[config.mk]
export PLATFORM = sky130hd
export DESIGN_NAME = muldiv_unit
export DESIGN_NICKNAME = d
export VERILOG_FILES = /design/src/rtl/muldiv_unit.sv
export SDC_FILE = /design/constraint.sdc
export NUM_CORES = 1
export LEC_CHECK = 0
export CORE_ASPECT_RATIO = 1.25
export CORE_UTILIZATION = 40
export DETAILED_ROUTE_END_ITERATION = 10
export SYNTH_ARGS = -nofsm -noshare
export SYNTH_HDL_FRONTEND = slang
export SYNTH_SLANG_ARGS = --single-unit
[constraint.sdc]
create_clock -name clk -period 7.2 [get_ports clk]
set_input_delay 0.72 -clock clk [delete_from_list [all_inputs] [get_ports clk]]
set_output_delay 0.72 -clock clk [all_outputs]
set_load 0.005 [all_outputs]
[src/rtl/muldiv_unit.sv]
// Iterative RV32M multiply/divide unit: radix-2 shift-add multiply and restoring divide.
// Optional MULDIV_FAST_MUL_EN: multiplies complete combinationally in one cycle.
module muldiv_unit #(
  parameter int WIDTH = 32
) (
  input  logic             clk,
  input  logic             rst,
  input  logic             start,
  input  logic [2:0]       op,
  input  logic [WIDTH-1:0] opA,
  input  logic [WIDTH-1:0] opB,
  output logic             busy,
  output logic             done,
  output logic [WIDTH-1:0] result
);
  localparam int W2 = 2 * WIDTH;
  localparam int CW = $clog2(WIDTH);

  typedef enum logic [1:0] {IDLE, CALC, FIX} state_t;

  state_t            state_q, state_d;
  logic [2:0]        op_q, op_d;
  logic [W2-1:0]     acc_q, acc_d;
  logic [WIDTH-1:0]  b_q, b_d;
  logic [WIDTH-1:0]  opa_q, opa_d, opb_q, opb_d;
  logic              sa_q, sa_d, sb_q, sb_d;
  logic [CW-1:0]     cnt_q, cnt_d;
  logic [WIDTH-1:0]  res_q, res_d;
  logic              done_q, done_d;

  // Operand signs only count for the signed flavours of each op
  logic             sgn_a_in, sgn_b_in;
  logic [WIDTH-1:0] a_mag, b_mag;
  always_comb begin
    sgn_a_in = (op == 3'b001 || op == 3'b010 || op == 3'b100 || op == 3'b110) && opA[WIDTH-1];
    sgn_b_in = (op == 3'b001 || op == 3'b100 || op == 3'b110) && opB[WIDTH-1];
    a_mag    = sgn_a_in ? -opA : opA;
    b_mag    = sgn_b_in ? -opB : opB;
  end

  // One radix-2 step; acc holds {hi, lo} for multiply and {rem, quo} for divide
  logic [WIDTH:0]  add_sum, rem_shift, rem_trial;
  logic [W2-1:0]   mul_next, div_next;
  always_comb begin
    add_sum   = {1'b0, acc_q[W2-1:WIDTH]} + {1'b0, (acc_q[0] ? b_q : {WIDTH{1'b0}})};
    mul_next  = {add_sum, acc_q[WIDTH-1:1]};
    rem_shift = {acc_q[W2-1:WIDTH], acc_q[WIDTH-1]};
    rem_trial = rem_shift - {1'b0, b_q};
    div_next  = rem_trial[WIDTH] ? {rem_shift[WIDTH-1:0], acc_q[WIDTH-2:0], 1'b0}
                                 : {rem_trial[WIDTH-1:0], acc_q[WIDTH-2:0], 1'b1};
  end

  logic [W2-1:0]    prod;
  logic [WIDTH-1:0] quo_s, rem_s;
  logic             divz, ovf;
  always_comb begin
    prod  = (sa_q ^ sb_q) ? -acc_q : acc_q;
    quo_s = (sa_q ^ sb_q) ? -acc_q[WIDTH-1:0] : acc_q[WIDTH-1:0];
    rem_s = sa_q ? -acc_q[W2-1:WIDTH] : acc_q[W2-1:WIDTH];
    divz  = (opb_q == '0);
    ovf   = (opa_q == {1'b1, {(WIDTH-1){1'b0}}}) && (opb_q == '1);
  end

  always_comb begin
    state_d = state_q;
    op_d    = op_q;
    acc_d   = acc_q;
    b_d     = b_q;
    opa_d   = opa_q;
    opb_d   = opb_q;
    sa_d    = sa_q;
    sb_d    = sb_q;
    cnt_d   = cnt_q;
    res_d   = res_q;
    done_d  = 1'b0;
    case (state_q)
      IDLE: if (start) begin
        op_d    = op;
        acc_d   = {{WIDTH{1'b0}}, a_mag};
        b_d     = b_mag;
        opa_d   = opA;
        opb_d   = opB;
        sa_d    = sgn_a_in;
        sb_d    = sgn_b_in;
        cnt_d   = '0;
        state_d = CALC;
`ifdef MULDIV_FAST_MUL_EN
        if (!op[2]) begin
          acc_d   = W2'(a_mag) * W2'(b_mag);
          state_d = FIX;
        end
`endif
      end
      CALC: begin
        acc_d = op_q[2] ? div_next : mul_next;
        cnt_d = cnt_q + 1'b1;
        if (cnt_q == CW'(WIDTH - 1)) state_d = FIX;
      end
      FIX: begin
        case (op_q)
          3'b000:                 res_d = prod[WIDTH-1:0];
          3'b001, 3'b010, 3'b011: res_d = prod[W2-1:WIDTH];
          3'b100:  res_d = divz ? '1 : (ovf ? opa_q : quo_s);
          3'b101:  res_d = divz ? '1 : quo_s;
          3'b110:  res_d = divz ? opa_q : (ovf ? '0 : rem_s);
          default: res_d = divz ? opa_q : rem_s;
        endcase
        done_d  = 1'b1;
        state_d = IDLE;
      end
      default: state_d = IDLE;
    endcase
  end

  always_ff @(posedge clk or posedge rst) begin
    if (rst) begin
      state_q <= IDLE;
      op_q    <= '0;
      acc_q   <= '0;
      b_q     <= '0;
      opa_q   <= '0;
      opb_q   <= '0;
      sa_q    <= 1'b0;
      sb_q    <= 1'b0;
      cnt_q   <= '0;
      res_q   <= '0;
      done_q  <= 1'b0;
    end else begin
      state_q <= state_d;
      op_q    <= op_d;
      acc_q   <= acc_d;
      b_q     <= b_d;
      opa_q   <= opa_d;
      opb_q   <= opb_d;
      sa_q    <= sa_d;
      sb_q    <= sb_d;
      cnt_q   <= cnt_d;
      res_q   <= res_d;
      done_q  <= done_d;
    end
  end

  assign busy   = (state_q != IDLE);
  assign done   = done_q;
  assign result = res_q;
endmodule

==> qor.txt, run 1 <==
========================================================================================
Result of the run                                                           finished clean
Worst-case register-to-register setup slack                                      2.90 ns
GRT Residual Overflow                                                                  0
Tcrit/Tclk final                                                                  59.72%
Placement-stage worst setup slack                                               2.971 ns
Fin crit period                                                                 4.300 ns
Classification of the worst-slack hold path                                 register to register
Level count of the clock H-tree                                                        1
Cell taking the most area after synthesis                                   sky130_fd_sc_hd__dfrtp_1
Final max-slew violation count                                                         0
CTS Hold Buffers Added                                                                 0
Root buffer cell                                                            sky130_fd_sc_hd__clkbuf_16
Maximum operating frequency                                                    232.6 MHz
Crit path launch type                                                           register
Sequential power share                                                             24.6%
Final Hold Viols                                                                       0
Total setup violations reported at the end of the flow                                 0
Number of search-and-repair iterations in the first detailed-routing pass              7
Maximum cell stage delay along the critical path                                 0.91 ns
Register clock-pin slew on the reported worst setup and hold paths               0.06 ns
Minimum setup slack in the final design                                         2.900 ns
# placed instances                                                                  2658
Kind of end point of the critical path                                          register
Buffering stage count on the worst path with inverters included                        1
Port buffer count                                                                    103
Post-synth design cell area                                                  16610 sq um
Pwr Density                                                                 537.1 nW/um^2
Final cell count without fillers                                                    2699
Clock tree from TritonCTS                                                            yes
Setup Crit Path Kind                                                        register to register
Yosys reg bits                                                                       204
Clock tree buffer depth                                                                3
Initial standard-cell utilization of the core                                     40.50%
Number of gates resized after cts                                                      0
Portion of the post-synthesis area used by sequential elements                    30.73%
Required time of the worst setup path                                            7.59 ns
Number of antenna violations at the first check in global routing                      0
Vias post-DR                                                                       16361
Clock tree skew after final layout                                            0.02646 ns
Cell class contributing the biggest share of worst-path delay               compound AO/OA/AOI/OAI gates
Avg Synthesized Cell Area                                                    7.833 sq um
EDFF count, synth                                                                      0
Switching part of the total power                                                 51.80%
Clock share of power                                                               12.7%
Crit-path max FO                                                                      33
Clock buffers created by TritonCTS                                                    24
Max-Slew Margin vs Limit                                                          20.05%
Warnings, synthesis                                                                    0
Die X-Extent                                                                    184.3 um
Share of layout cells above drive strength 1                                      4.238%
Area of the die                                                              42360 sq um
Arrival time of the worst setup path                                             4.69 ns
Accumulated negative setup slack                                                    0 ns
Worst-Margin Slew                                                               1.198 ns
Combinational cell fraction of total power                                         62.7%
Maximum number of pins on one net before global-route repair                         131
Unrepaired setup endpoints after global routing                                    false
DRC errors left                                                                        0
Clock network latency to the later pin of the worst-skew pair                    0.55 ns
Post-synthesis to final-layout area growth                                        13.07%
Count of cell types in the netlist                                                    81
Count of buffers added by post-CTS timing repair for setup                             0
Filler cell count                                                                   4111
RePlAce Congestion                                                                0.9418
Maximum resistive drop on vdd                                                  0.2416 mV
Routed WL                                                                       63.54 mm
Net load switching power                                                        5.227 mW
Drt wl/cell                                                                     23.54 um
Site Rows                                                                             83
Top cells by area in the synthesized netlist                                sky130_fd_sc_hd__dfrtp_1 (31%), sky130_fd_sc_hd__nand2_1 (8.2%), sky130_fd_sc_hd__xnor2_1 (5.5%)
P_int                                                                           4.863 mW
Final antenna-violating net count                                                      0
Overall track demand over capacity in global routing                              30.11%
Via count normalized by instance count                                             6.062
Ys async rst share                                                                100.0%
Top flip-flop cell by instance count after synthesis                        sky130_fd_sc_hd__dfrtp_1
NumNets Final                                                                       2274
Global-route wire length before repair                                          96.93 mm
Die Y-Extent                                                                    229.9 um
# Max-Cap Violations                                                                   0
Cell with the largest stage delay on the worst path                         sky130_fd_sc_hd__inv_1
Initial DRC Count                                                                   1389
Number of global-route vias before repair                                          15997
Final hold slack                                                               0.4761 ns
Detailed Place HPWL                                                             48.55 mm
Cells traversed along the worst timing path                                 inv_1 -> nor2_1 -> ha_1 -> a21o_1 -> a21oi_1 -> a211oi_1 -> or2_2 -> o41a_1 -> a211o_1 -> a31oi_1 -> xor2_1 -> o221ai_1
Share of Yosys cell area claimed by the top area cell type                        30.73%
# diodes                                                                               0
Number of sinks driven by the clock tree                                             204
I/O pin total                                                                        104
Leak                                                                            7.931 nW
Net count of the mapped netlist                                                     2263
Placeable core region                                                        41020 sq um
Cell count after synthesis                                                          2121
========================================================================================
through the flow:
step	total power, mW	area (sq um)	utilization [%]
after global routing	10.77	18790	45.80
final	10.09	18790	45.80
after detailed placement	8.652	17990	43.86
after floorplan	6.718	16610	-
after CTS	9.974	18790	45.80
after global placement	8.622	17990	43.86
cell families after synthesis:
kind of cell,synth area share [%]
buffers and inverters,4.850
muxes,3.208
xor gates and xnor gates,10.70
and+or+nand+nor,21.83
AOI/OAI and AO/OA,23.17
DFF,30.73
adders and majority gates,5.513
synth_stat cells, types with 17 or more instances:
master                     count
sky130_fd_sc_hd__nor2_1      157
sky130_fd_sc_hd__inv_1        64
sky130_fd_sc_hd__o22ai_1      17
sky130_fd_sc_hd__ha_1         70
sky130_fd_sc_hd__xnor2_1     104
sky130_fd_sc_hd__o31ai_1      25
sky130_fd_sc_hd__a21o_1       32
sky130_fd_sc_hd__nor4_1       36
sky130_fd_sc_hd__xor2_1       99
sky130_fd_sc_hd__a21oi_1     134
sky130_fd_sc_hd__o211ai_1     30
sky130_fd_sc_hd__dfrtp_1     204
sky130_fd_sc_hd__nand4_1      28
sky130_fd_sc_hd__mux2i_1      51
sky130_fd_sc_hd__nand3_1      26
sky130_fd_sc_hd__a31oi_1      30
sky130_fd_sc_hd__o21ai_0     177
sky130_fd_sc_hd__a22oi_1      27
sky130_fd_sc_hd__o221ai_1     20
sky130_fd_sc_hd__clkbuf_1    115
sky130_fd_sc_hd__nand2_1     364
sky130_fd_sc_hd__nor3_1       42
power by group through the flow:
stage               registers, mW  clock network, mW  logic (mW)
floorplan                    2.01                  0        4.71
global placement             2.47                  0        6.16
detailed placement           2.48                  0        6.17
CTS                          2.46               1.29        6.22
global route                 2.54               1.33        6.90
finish                       2.49               1.28        6.32
sequential cells by signal, summed over array words and instances (netlist names):
signal and flops:
sb_q 1, sa_q 1, opa_q 32, result 32, state_q 2, done 1
opb_q 31, b_q 32, cnt_q 5, acc_q 64, op_q 3
area by class of cell:
cell class	count	area (sq um)	share of cell area, %
repair buffers	125	1196	6.367
multi-input cells	1712	10750	57.21
inverters	65	251.5	1.339
well taps	552	690.7	3.677
clock buffers	34	679.4	3.617
clock inverters	7	113.9	0.6061
flip-flops and latches	204	5106	27.18
tightest hold or removal path, delay by kind of cell, from the launching register on:
kind / cells / cell delay (ns)
and+or+nand+nor: 1 / 0.04
AOI/OAI and AO/OA: 1 / 0.06
DFF: 1 / 0.34
worst paths after layout:
kind	start	endpoint	cells past startpoint
hold / removal	b_q[22]	b_q[22]	2
setup reg to reg	acc_q[0]	acc_q[60]	12
setup / recovery	acc_q[0]	acc_q[60]	12
min in group asynchronous	rst	sa_q	2
max in group asynchronous	rst	b_q[12]	3
hold reg to reg	b_q[22]	b_q[22]	2
layer usage:
layer  global-route usage [%]  vias up  routed length (um)
met3                    2.629      150                3189
met5                        0        -                   0
li1                         -     7635                   -
met2                    52.33      608               31330
met1                    37.13     7968               25550
met4                    14.82        0                3468
cells in the final DEF, fill, tap and decap left out, types with 30 or more instances in the layout:
cell type and instances:
sky130_fd_sc_hd__dfrtp_1 203, sky130_fd_sc_hd__nor2_1 154, sky130_fd_sc_hd__inv_1 63, sky130_fd_sc_hd__a21o_1 32
sky130_fd_sc_hd__nor4_1 36, sky130_fd_sc_hd__nor3_1 42, sky130_fd_sc_hd__clkdlybuf4s50_1 103, sky130_fd_sc_hd__mux2i_1 51
sky130_fd_sc_hd__nand2_1 363, sky130_fd_sc_hd__a21oi_1 134, sky130_fd_sc_hd__xnor2_1 102, sky130_fd_sc_hd__a31oi_1 30
sky130_fd_sc_hd__ha_1 70, sky130_fd_sc_hd__xor2_1 99, sky130_fd_sc_hd__o21ai_0 177, sky130_fd_sc_hd__o211ai_1 30
Power figures use the tool's default switching activity.
==> inputs of run 2 (changes only) <==
==> constraint.sdc (replaced) <==
create_clock -name clk -period 3.9 [get_ports clk]
set_input_delay 0.39 -clock clk [delete_from_list [all_inputs] [get_ports clk]]
set_output_delay 0.39 -clock clk [all_outputs]
set_load 0.005 [all_outputs]
==> run 2 against run 1 <==
Against the previous run: total power grew 92%; flip-flop and latch count is the same; register-to-register slack lost 2.8 ns; via count grew 1.9%; sequential power grew 71%; combinational power grew 100%; largest cell class unchanged; critical path type unchanged.
==> qor.txt, run 2 (synthesis gave the netlist of run 1 again) <==
========================================================================================
Result of the run                                                           finished clean
Number of antenna violations at the first check in global routing                      0
Site Rows                                                                             83
Length in cells of the worst reg-to-reg path                                          10
Drt wl/cell                                                                     23.74 um
Worst-case register-to-register setup slack                                      0.14 ns
Placeable core region                                                        41020 sq um
Overall track demand over capacity in global routing                              31.40%
Number of global-route vias before repair                                          16433
Filler cell count                                                                   4134
Unrepaired setup endpoints after global routing                                    false
Area of the die                                                              42360 sq um
Clock network latency to the later pin of the worst-skew pair                    0.57 ns
Max-Slew Margin vs Limit                                                          23.52%
Share of layout cells above drive strength 1                                      7.568%
Pwr Density                                                                 999.2 nW/um^2
Dpl cell area                                                                18580 sq um
Port buffer count                                                                    103
Die Y-Extent                                                                    229.9 um
Crit-path most repeated cell                                                sky130_fd_sc_hd__or4_1
Vias post-DR                                                                       16671
Reg2reg end                                                                   result[21]
Final hold slack                                                               0.3051 ns
Register clock-pin slew on the reported worst setup and hold paths               0.07 ns
Number of search-and-repair iterations in the first detailed-routing pass              6
Tcrit/Tclk final                                                                  96.49%
# diodes                                                                               0
Setup Crit Path Kind                                                        register to register
Global-route wire length before repair                                          100.9 mm
Clock buffers created by TritonCTS                                                    24
Classification of the worst-slack hold path                                 input port to async pin
Number of sinks driven by the clock tree                                             204
Accumulated negative setup slack                                                    0 ns
Final Hold Viols                                                                       0
Root buffer cell                                                            sky130_fd_sc_hd__clkbuf_16
Cells traversed along the worst timing path                                 or4_1 -> or4_1 -> or4_4 -> or2_1 -> nor2_2 -> or3_1 -> buf_12 -> o21ai_0 -> a311oi_1 -> a21oi_1
Via count normalized by instance count                                             6.014
Required time of the worst setup path                                            4.31 ns
Clock tree skew after final layout                                            0.02651 ns
Maximum resistive drop on vdd                                                  0.4141 mV
Initial DRC Count                                                                   1354
Cell with the largest stage delay on the worst path                         sky130_fd_sc_hd__or4_4
Die X-Extent                                                                    184.3 um
Clock tree buffer depth                                                                3
Level count of the clock H-tree                                                        1
Final max-slew violation count                                                         0
# Max-Cap Violations                                                                   0
Worst-Margin Slew                                                               1.143 ns
Fin crit period                                                                 3.763 ns
Maximum cell stage delay along the critical path                                 0.61 ns
Cell class contributing the biggest share of worst-path delay               simple AND/OR/NAND/NOR gates
Initial standard-cell utilization of the core                                     40.50%
Crit-path max FO                                                                      20
Routed WL                                                                       65.82 mm
GRT Residual Overflow                                                                  0
Arrival time of the worst setup path                                             4.18 ns
Most common cell after layout, fill and taps aside                          sky130_fd_sc_hd__nand2_1
Fin area                                                                     19440 sq um
Max FFs per register                                                                  64
DRC errors left                                                                        0
I/O pin total                                                                        104
Biggest register                                                                   acc_q
Final antenna-violating net count                                                      0
Maximum number of pins on one net before global-route repair                          73
Buffering stage count on the worst path with inverters included                        1
Leak                                                                            8.325 nW
Crit path launch type                                                           register
Post-synthesis to final-layout area growth                                        17.00%
Clock tree from TritonCTS                                                            yes
Total setup violations reported at the end of the flow                                 0
Kind of end point of the critical path                                          register
RePlAce Congestion                                                                0.9692
Startpoint of the worst-slack reg-to-reg timing path                            opa_q[5]
Maximum operating frequency                                                    265.7 MHz
Detailed Place HPWL                                                             51.10 mm
NumNets Final                                                                       2346
Leading cell types in the layout, fill and taps excluded                    sky130_fd_sc_hd__nand2_1 (363), sky130_fd_sc_hd__dfrtp_1 (203), sky130_fd_sc_hd__o21ai_0 (177)
========================================================================================
-- run 2: changes by cell type in the layout (fill, tap and decap cells not counted), moves of 2 or more --
cell	delta
sky130_fd_sc_hd__clkinvlp_4	+2
sky130_fd_sc_hd__nor2_2	-2
sky130_fd_sc_hd__bufinv_16	+2
sky130_fd_sc_hd__clkbuf_1	-3
sky130_fd_sc_hd__buf_4	+68
sky130_fd_sc_hd__buf_12	+4
-- run 2: repair_timing --
item	4_1_cts	5_1_grt
endpoints found under the setup margin	0	2
buffers inserted	0	0
hold buffers	0	0
gates resized for setup	0	3
-- run 2: worst max path at each step --
stage / from / to / slack [ns] / cells past startpoint
floorplan: acc_q[0] / acc_q[60] / 0.58 / 13
global route: b_q[27] / acc_q[39] / 0.04 / 12
detailed placement: acc_q[31] / acc_q[60] / 0.06 / 12
global placement: acc_q[31] / acc_q[60] / 0.13 / 12
CTS: acc_q[31] / acc_q[60] / 0.005 / 12
finish: opa_q[5] / result[21] / 0.14 / 10
-- run 2: area by class of cell --
type / instances / area [sq um] / share of cell area, %
clock buffers: 30 / 643.1 / 3.309
flip-flops and latches: 204 / 5106 / 26.27
multi-input cells: 1712 / 10760 / 55.36
repair buffers: 197 / 1787 / 9.192
well taps: 552 / 690.7 / 3.553
clock inverters: 12 / 202.7 / 1.043
inverters: 65 / 247.7 / 1.275
-- run 2: power by group --
group	leakage (nW)	internal, mW	switching (mW)
Combinational	5.33	5.01	7.65
Sequential	2.59	3.03	1.22
Clock	0.412	1.50	1.01
-- run 2: routing by layer --
layer	part of all wire, %	up-vias	wire [um]	track usage (%)
met5	0	-	0	0
met4	6.7	0	4399	18.75
met3	4.9	160	3219	2.851
met2	48	570	31850	53.37
met1	40	8169	26340	38.40
li1	-	7772	-	-
-- run 2: per-stage QoR --
stage	power (mW)	setup WS, ns	std cells	util (%)
2_1_floorplan	12.40	0.5779	2121	-
3_3_place_gp	16.60	0.1269	2730	45.30
3_5_place_dp	16.64	0.06237	2730	45.30
4_1_cts	19.25	0.005349	2772	47.36
5_1_grt	20.76	0.03644	2772	47.38
6_report	19.42	0.1368	2772	47.38
-- run 2: worst reg2reg max path, stage by stage, from the launching register on --
cell	delay [ns]
sky130_fd_sc_hd__dfrtp_1	0.43
sky130_fd_sc_hd__or4_1	0.53
sky130_fd_sc_hd__or4_1	0.55
sky130_fd_sc_hd__or4_4	0.61
sky130_fd_sc_hd__or2_1	0.26
sky130_fd_sc_hd__nor2_2	0.11
sky130_fd_sc_hd__or3_1	0.23
sky130_fd_sc_hd__buf_12	0.18
sky130_fd_sc_hd__o21ai_0	0.11
sky130_fd_sc_hd__a311oi_1	0.48
sky130_fd_sc_hd__a21oi_1	0.12
==> inputs of run 3 (changes only) <==
--- a/config.mk
+++ b/config.mk
@@ -8,6 +8,7 @@
 export CORE_ASPECT_RATIO = 1.25
 export CORE_UTILIZATION = 40
 export DETAILED_ROUTE_END_ITERATION = 10
+export DONT_BUFFER_PORTS = 1
 export SYNTH_ARGS = -nofsm -noshare
 export SYNTH_HDL_FRONTEND = slang
 export SYNTH_SLANG_ARGS = --single-unit
==> run 3 against run 2 <==
Against the previous run: worst setup slack improved by 0.14 ns; largest cell class unchanged; critical path depth rose by 1; sequential power rose by 2%; routed wire length fell by 0.69%; die area did not move; total power fell by 2.0%; core utilization fell by 1.3 points.
==> qor.txt, run 3 (synthesis gave the netlist of run 1 again) <==
========================================================================================
Maximum number of pins on one net before global-route repair                         112
Via count normalized by instance count                                             6.124
Biggest register                                                                   acc_q
Post-layout power                                                               19.04 mW
Routed WL                                                                       65.36 mm
Number of global-route vias before repair                                          16661
NumNets Final                                                                       2290
Filler cell count                                                                   4142
Count of buffers added by post-CTS timing repair for setup                             0
Total setup violations reported at the end of the flow                                 0
Number of sinks driven by the clock tree                                             204
Maximum resistive drop on vdd                                                  0.6917 mV
Required time of the worst setup path                                            4.36 ns
Classification of the worst-slack hold path                                 input port to register
Post-synthesis to final-layout area growth                                        13.75%
Most common cell after layout, fill and taps aside                          sky130_fd_sc_hd__nand2_1
Arrival time of the worst setup path                                             4.09 ns
Initial DRC Count                                                                   1220
Final Hold Viols                                                                       0
Clock tree buffer depth                                                                3
Result of the run                                                           finished clean
Number of antenna violations at the first check in global routing                      0
Maximum operating frequency                                                    275.7 MHz
Tcrit/Tclk final                                                                  93.02%
Clock tree skew after final layout                                            0.02011 ns
Crit path launch type                                                           register
Site Rows                                                                             83
Area of the die                                                              42360 sq um
Clock buffers created by TritonCTS                                                    24
Unrepaired setup endpoints after global routing                                    false
Fin crit period                                                                 3.628 ns
Sequential standard cell area                                                 5106 sq um
Register clock-pin slew on the reported worst setup and hold paths               0.06 ns
Setup Crit Path Kind                                                        register to register
Overall track demand over capacity in global routing                              31.16%
Worst-Margin Slew                                                               1.234 ns
Final max-slew violation count                                                         0
Vias post-DR                                                                       16633
Placeable core region                                                        41020 sq um
Accumulated negative setup slack                                                    0 ns
Die Y-Extent                                                                    229.9 um
Port buffer count                                                                      0
Clock tree from TritonCTS                                                            yes
Max-Slew Margin vs Limit                                                          17.57%
RePlAce Congestion                                                                0.9665
DRC errors left                                                                        0
Root buffer cell                                                            sky130_fd_sc_hd__clkbuf_16
# diodes                                                                               0
Initial standard-cell utilization of the core                                     40.50%
Detailed Place HPWL                                                             49.57 mm
I/O pin total                                                                        104
Die X-Extent                                                                    184.3 um
Level count of the clock H-tree                                                        1
Crit-path max FO                                                                       7
Area of combinational cells with multiple inputs                             10750 sq um
Drt wl/cell                                                                     24.07 um
Number of search-and-repair iterations in the first detailed-routing pass              7
Leak                                                                            8.123 nW
GRT Residual Overflow                                                                  0
Clock network latency to the later pin of the worst-skew pair                    0.56 ns
Share of layout cells above drive strength 1                                      7.163%
# Max-Cap Violations                                                                   0
Pwr Density                                                                 1008 nW/um^2
Global-route wire length before repair                                          99.66 mm
Max FFs per register                                                                  64
Final antenna-violating net count                                                      0
Kind of end point of the critical path                                          register
Leading cell types in the layout, fill and taps excluded                    sky130_fd_sc_hd__nand2_1 (363), sky130_fd_sc_hd__dfrtp_1 (203), sky130_fd_sc_hd__o21ai_0 (177)
========================================================================================
[run 3: cell type report]
| type | instances | area share, % |
|---|---|---|
| inverter | 65 | 1.311 |
| clock buffer | 32 | 3.661 |
| clock inverter | 10 | 0.7481 |
| tap | 552 | 3.655 |
| sequential | 204 | 27.02 |
| multi-input combinational | 1712 | 56.89 |
| timing repair buffer | 141 | 6.713 |
[run 3: layer usage]
| metal | GRT usage [%] | part of all wire (%) | up-vias |
|---|---|---|---|
| met4 | 23.36 | 8.4 | 0 |
| met2 | 53.71 | 49 | 694 |
| met1 | 34.95 | 37 | 8048 |
| met5 | 0 | 0 | - |
| li1 | - | - | 7662 |
| met3 | 3.975 | 5.7 | 229 |
[run 3: power breakdown]
part           internal, mW  total (mW)  leakage [nW]  switching, mW
clock network          1.44        2.42         0.404          0.978
registers              3.03        4.32          2.59           1.29
logic                  4.82        12.3          5.13           7.47
[run 3: metrics by stage]
step           hold WS [ns]  util (%)  area, sq um  std cells  setup WS [ns]
3_5_place_dp         0.4448     42.60        17470       2615         0.4051
2_1_floorplan        0.4494         -        16620       2121         0.5779
3_3_place_gp         0.4455     42.60        17470       2615         0.2951
5_1_grt             0.02015     46.07        18900       2716         0.1351
6_report            0.02116     46.07        18900       2716         0.2722
4_1_cts            0.001841     46.07        18900       2716         0.3400
[run 3: repair_timing]
item	CTS	global route
endpoints found under the hold margin	84	0
resized for setup	0	1
setup endpoints to repair	0	1
hold buffers	59	0
[run 3: final timing paths]
check	depth (start not counted)	slack, ns	startpoint	to
max	11	0.27	acc_q[49]	acc_q[61]
min	2	0.02	opB[26]	opb_q[26]
max reg2reg	11	0.27	acc_q[49]	acc_q[61]
min reg2reg	2	0.48	b_q[26]	b_q[26]
max in group asynchronous	3	2.47	rst	sb_q
min in group asynchronous	2	0.44	rst	cnt_q[4]
[run 3: critical path, stage by stage (launching register included)]
cell                        delay (ns)
sky130_fd_sc_hd__dfrtp_1          0.67
sky130_fd_sc_hd__ha_1             0.38
sky130_fd_sc_hd__a21o_1           0.22
sky130_fd_sc_hd__a21boi_0         0.27
sky130_fd_sc_hd__nand4b_1         0.18
sky130_fd_sc_hd__a2111oi_0        0.67
sky130_fd_sc_hd__buf_4            0.22
sky130_fd_sc_hd__o31ai_1          0.13
sky130_fd_sc_hd__a221oi_1         0.32
sky130_fd_sc_hd__xnor2_1          0.20
sky130_fd_sc_hd__nor2_1           0.10
sky130_fd_sc_hd__o31ai_1          0.18
